[src/rtl/mouse_pkt_asm.sv]
// Assembles PS/2 mouse bytes into 3- or 4-byte movement packets and publishes
// them on the 25-bit MOUSE bus, flipping MOUSE[24] on every completed packet.
module mouse_pkt_asm #(
  parameter int WHEEL   = 0,
  parameter int TIMEOUT = 2048
) (
  input  logic        CLK,
  input  logic        RESET,
  input  logic        CE,
  input  logic [7:0]  RX_DATA,
  input  logic        RX_VALID,
  input  logic        RX_ERR,
  output logic [24:0] MOUSE,
  output logic        SYNC_ERR,
  output logic        BUSY
);

  localparam int CW = (TIMEOUT > 2) ? $clog2(TIMEOUT) : 1;
  // The abort fires on the tick that would take the count to TIMEOUT-1.
  localparam logic [CW-1:0] CNT_EXP = CW'(TIMEOUT - 2);

  typedef enum logic [1:0] {
    IDLE = 2'd0,
    B1   = 2'd1,
    B2   = 2'd2,
    B3   = 2'd3
  } state_t;

  state_t        state_r, state_n, eff_state_s;
  logic [CW-1:0] cnt_r, cnt_n;
  logic [7:0]    status_r, status_n;
  logic [7:0]    dx_r, dx_n;
  logic [7:0]    dy_r, dy_n;
  logic [7:0]    dy_src_s;
  logic [24:0]   mouse_r, mouse_n;
  logic          sync_err_r, sync_err_n;
  logic          busy_r;
  logic          commit_s;

  function automatic logic [7:0] sat_delta(input logic ovf, input logic sign,
                                           input logic [7:0] delta);
    if (ovf) begin
      sat_delta = sign ? 8'h01 : 8'hFF;
    end else begin
      sat_delta = delta;
    end
  endfunction

  // Next-state, byte capture, timeout and commit decode.
  always_comb begin
    state_n     = state_r;
    eff_state_s = state_r;
    cnt_n       = cnt_r;
    status_n    = status_r;
    dx_n        = dx_r;
    dy_n        = dy_r;
    dy_src_s    = dy_r;
    sync_err_n  = 1'b0;
    commit_s    = 1'b0;
    mouse_n     = mouse_r;

    if (RX_ERR) begin
      state_n    = IDLE;
      cnt_n      = {CW{1'b0}};
      sync_err_n = (state_r != IDLE);
    end else begin
      if (state_r == IDLE) begin
        cnt_n = {CW{1'b0}};
      end else if (CE && (cnt_r == CNT_EXP)) begin
        // A byte arriving on the expiry cycle is judged as a fresh byte 0.
        eff_state_s = IDLE;
        state_n     = IDLE;
        cnt_n       = {CW{1'b0}};
        sync_err_n  = 1'b1;
      end else if (CE) begin
        cnt_n = cnt_r + CW'(1);
      end else begin
        cnt_n = cnt_r;
      end

      if (RX_VALID) begin
        cnt_n = {CW{1'b0}};
        case (eff_state_s)
          IDLE: begin
            if (RX_DATA[3]) begin
              status_n = RX_DATA;
              state_n  = B1;
            end else begin
              sync_err_n = 1'b1;
              state_n    = IDLE;
            end
          end
          B1: begin
            dx_n    = RX_DATA;
            state_n = B2;
          end
          B2: begin
            dy_n = RX_DATA;
            if (WHEEL != 0) begin
              state_n = B3;
            end else begin
              dy_src_s = RX_DATA;
              commit_s = 1'b1;
              state_n  = IDLE;
            end
          end
          B3: begin
            commit_s = 1'b1;
            state_n  = IDLE;
          end
          default: begin
            state_n = IDLE;
          end
        endcase
      end else begin
        state_n = state_n;
      end
    end

    if (commit_s) begin
      mouse_n = {~mouse_r[24],
                 sat_delta(status_r[7], status_r[5], dy_src_s),
                 sat_delta(status_r[6], status_r[4], dx_r),
                 2'b00, status_r[5:0]};
    end else begin
      mouse_n = mouse_r;
    end
  end

  // State, payload and output registers.
  always_ff @(posedge CLK) begin
    if (RESET) begin
      state_r    <= IDLE;
      cnt_r      <= {CW{1'b0}};
      status_r   <= 8'h00;
      dx_r       <= 8'h00;
      dy_r       <= 8'h00;
      mouse_r    <= 25'd0;
      sync_err_r <= 1'b0;
      busy_r     <= 1'b0;
    end else begin
      state_r    <= state_n;
      cnt_r      <= cnt_n;
      status_r   <= status_n;
      dx_r       <= dx_n;
      dy_r       <= dy_n;
      mouse_r    <= mouse_n;
      sync_err_r <= sync_err_n;
      busy_r     <= (state_n != IDLE);
    end
  end

  assign MOUSE    = mouse_r;
  assign SYNC_ERR = sync_err_r;
  assign BUSY     = busy_r;

endmodule

[config.mk]
export PLATFORM = sky130hd
export DESIGN_NAME = mouse_pkt_asm
export DESIGN_NICKNAME = d
export VERILOG_FILES = /design/src/rtl/mouse_pkt_asm.sv
export SDC_FILE = /design/constraint.sdc
export NUM_CORES = 1
export LEC_CHECK = 0
export CAP_MARGIN = 20
export CORE_MARGIN = 2
export CORE_UTILIZATION = 55
export CTS_CLUSTER_DIAMETER = 120
export DETAILED_ROUTE_END_ITERATION = 12
export PLACE_DENSITY = 0.8
export REMOVE_ABC_BUFFERS = 1
export SLEW_MARGIN = 20
export SYNTH_ARGS = -nofsm -noshare
export SYNTH_HDL_FRONTEND = slang
export SYNTH_SLANG_ARGS = --single-unit
[constraint.sdc]
create_clock -name CLK -period 6.3 [get_ports CLK]
set_input_delay 1.26 -clock CLK [delete_from_list [all_inputs] [get_ports CLK]]
set_output_delay 1.26 -clock CLK [all_outputs]
set_load 0.05 [all_outputs]
==> impl_metrics.json <==
{
  "outcome": "complete, no violations",
  "max_freq_mhz": 281,
  "drcViolationCount": 0,
  "drt_first_pass_iters": 4,
  "wire_per_inst_um": 13.7,
  "finalCritPeriodShare": 0.564,
  "drive_above_1_share": 0.107,
  "powerDensity_nw_per_um2": 269,
  "via_per_inst": 5.24,
  "synth_area_um2": 2490,
  "avgSynthCellArea_um2": 9.67,
  "crit_arrival_ns": 3.76,
  "cp-start-kind": "primary input",
  "worstPathRequired_ns": 6.51,
  "worst_slack_ns": 2.74,
  "yosysUniqueCellTypes": 34,
  "fin_crit_ns": 3.56,
  "finalMaxSlewViolations": 0,
  "register_area_um2": 1240,
  "cts_setup_buffers": 0,
  "htree_num_levels": 3,
  "grt_max_degree": 40,
  "skew_ns": 0.00886,
  "final.setup.tns_ns": 0,
  "core-area_um2": 4350,
  "final_nets": 308,
  "clkSlewWorstSetupHoldPaths_ns": 0.07,
  "slowest_stage": "or3_1",
  "instances_no_fill": 350,
  "root_buffer": "clkbuf_8",
  "cap_violations": 0,
  "ys_seq_area_frac": 0.498,
  "synth-main-ff-cell": "dfxtp_1",
  "cp_top_family": "simple AND/OR/NAND/NOR gates",
  "grt.overflow.total": 0,
  "cp_slowest_stage_delay_ns": 0.72,
  "async_reset_ff_frac": 0,
  "placementRows": 24,
  "mostFrequentLayoutCells": "dfxtp_1, nor2_1, clkdlybuf4s50_1",
  "crit_type": "primary input to register",
  "p_leak_nw": 1.10,
  "syn_to_final_growth_pct": 24.2,
  "multiInputGateArea_um2": 1150,
  "tritoncts": "done",
  "synth_edf_count": 0,
  "critPathMaxFanout": 24,
  "power_uw": 833,
  "yosysWarnings": 0,
  "drtIter0Drc": 130,
  "dpl_cell_area_um2": 2860,
  "dp_slack_ns": 2.38,
  "peakVddDrop_uv": 190,
  "ctsHoldBuffers": 0,
  "clock_latency_ns": 0.34,
  "io_pins": 40,
  "fillCellCount": 316,
  "postCtsResizedCells": 0,
  "critPathCaptureType": "register",
  "track_usage": 0.208,
  "ys_ff_latch": 62,
  "port_buffers": 37,
  "initial_core_util": 0.573,
  "grt_pass1_vias": 1669,
  "tightestPinTransition_ns": 0.818,
  "antenna_cells": 0,
  "cts_made_buffers": 9,
  "slew_headroom": 0.455,
  "vias": 1834,
  "antenna_left": 0,
  "grt_pass1_wl_mm": 8.07,
  "synthCells": 258,
  "rsz0062_at_grt": "false",
  "die_h_um": 71.3,
  "drt-total-wl_mm": 4.80,
  "clock_sinks": 62,
  "place_hpwl_mm": 3.14,
  "die_area_um2": 5090,
  "design_area_um2": 3100,
  "final_common_cell": "dfxtp_1",
  "clockBufferDepth": 2,
  "hold_violations": 0,
  "die_w_um": 71.3,
  "setup_violations": 0,
  "place.gp.congestion": 0.787,
  "dpl.cell_count": 333,
  "crit_buf_inv": 1,
  "grt_antenna_before_repair": 0,
  "worstPathCellList": "clkdlybuf4s50_1 > nand3_4 > nor4_4 > or3_1 > or4b_1 > o211ai_2",
  "worstHoldPathType": "register to register"
}
layout make-up:
type                       instances  share of cell area
tap                               52              0.0210
sequential                        62               0.401
clock buffer                      13              0.0545
timing repair buffer              41               0.129
multi-input combinational        176               0.370
clock inverter                     3              0.0210
inverter                           3             0.00363
cells in the mapped netlist, types with 4 or more instances:
| master | n | area share |
|---|---|---|
| a21oi_1 | 15 | 0.030 |
| buf_2 | 5 | 0.010 |
| buf_4 | 4 | 0.012 |
| clkbuf_1 | 6 | 0.0090 |
| dfxtp_1 | 62 | 0.50 |
| mux2i_1 | 23 | 0.092 |
| nand2_1 | 29 | 0.044 |
| nand3b_1 | 9 | 0.027 |
| nor2_1 | 43 | 0.065 |
| nor3_1 | 8 | 0.016 |
| o211ai_1 | 8 | 0.024 |
| o211ai_2 | 7 | 0.035 |
| xnor2_1 | 7 | 0.025 |
| xor2_1 | 4 | 0.014 |
metrics by stage:
stage	util	hold WS (ns)
floorplan	-	0.420
global placement	0.656	0.435
detailed placement	0.656	0.443
CTS	0.710	0.453
global route	0.711	0.466
finish	0.711	0.450
kinds of logic after synthesis:
| kind of cell | after synthesis | share of synthesized area |
|---|---|---|
| buffers and inverters | 21 | 0.0462 |
| DFF | 62 | 0.498 |
| AOI/OAI and AO/OA | 36 | 0.109 |
| muxes | 23 | 0.0923 |
| other | 1 | 0.00150 |
| xor gates and xnor gates | 11 | 0.0386 |
| adders and majority gates | 2 | 0.0100 |
| and+or+nand+nor | 102 | 0.204 |
routing by layer:
layer	wire length, µm	GRT usage	vias up
met1	2370	0.282	824
met3	255	0.0520	11
met2	2060	0.301	46
met5	0	0	-
li1	-	-	953
met4	119	0.119	0
path summary, 6_finish.rpt:
| path | start | endpoint | slack (ns) | cells past startpoint |
|---|---|---|---|---|
| min | status_r[2] | MOUSE[2] | 0.45 | 2 |
| max reg2reg | cnt_r[0] | MOUSE[21] | 3.75 | 7 |
| max | CE | MOUSE[21] | 2.74 | 6 |
| min reg2reg | status_r[2] | MOUSE[2] | 0.45 | 2 |
sequential cells by signal, summed over array words and instances, names as in the netlist:
name      cells
MOUSE        23
cnt_r        11
dx_r          8
dy_r          8
status_r      8
state_r       2
BUSY          1
SYNC_ERR      1
report_power, final:
group	internal, mW	total [mW]	switching (mW)
Sequential	0.395	0.398	0.00260
Combinational	0.0140	0.0338	0.0198
Clock	0.255	0.402	0.147
worst reg2reg max path, cell delays in order, from the launching register on:
cell and delay, ns:
dfxtp_1 0.42, inv_1 0.07, ha_1 0.20, nand2_1 0.10, nor4_4 0.07, or3_1 0.71, or4b_1 0.79, o211ai_2 0.14
(Power assumes the default switching activity.)
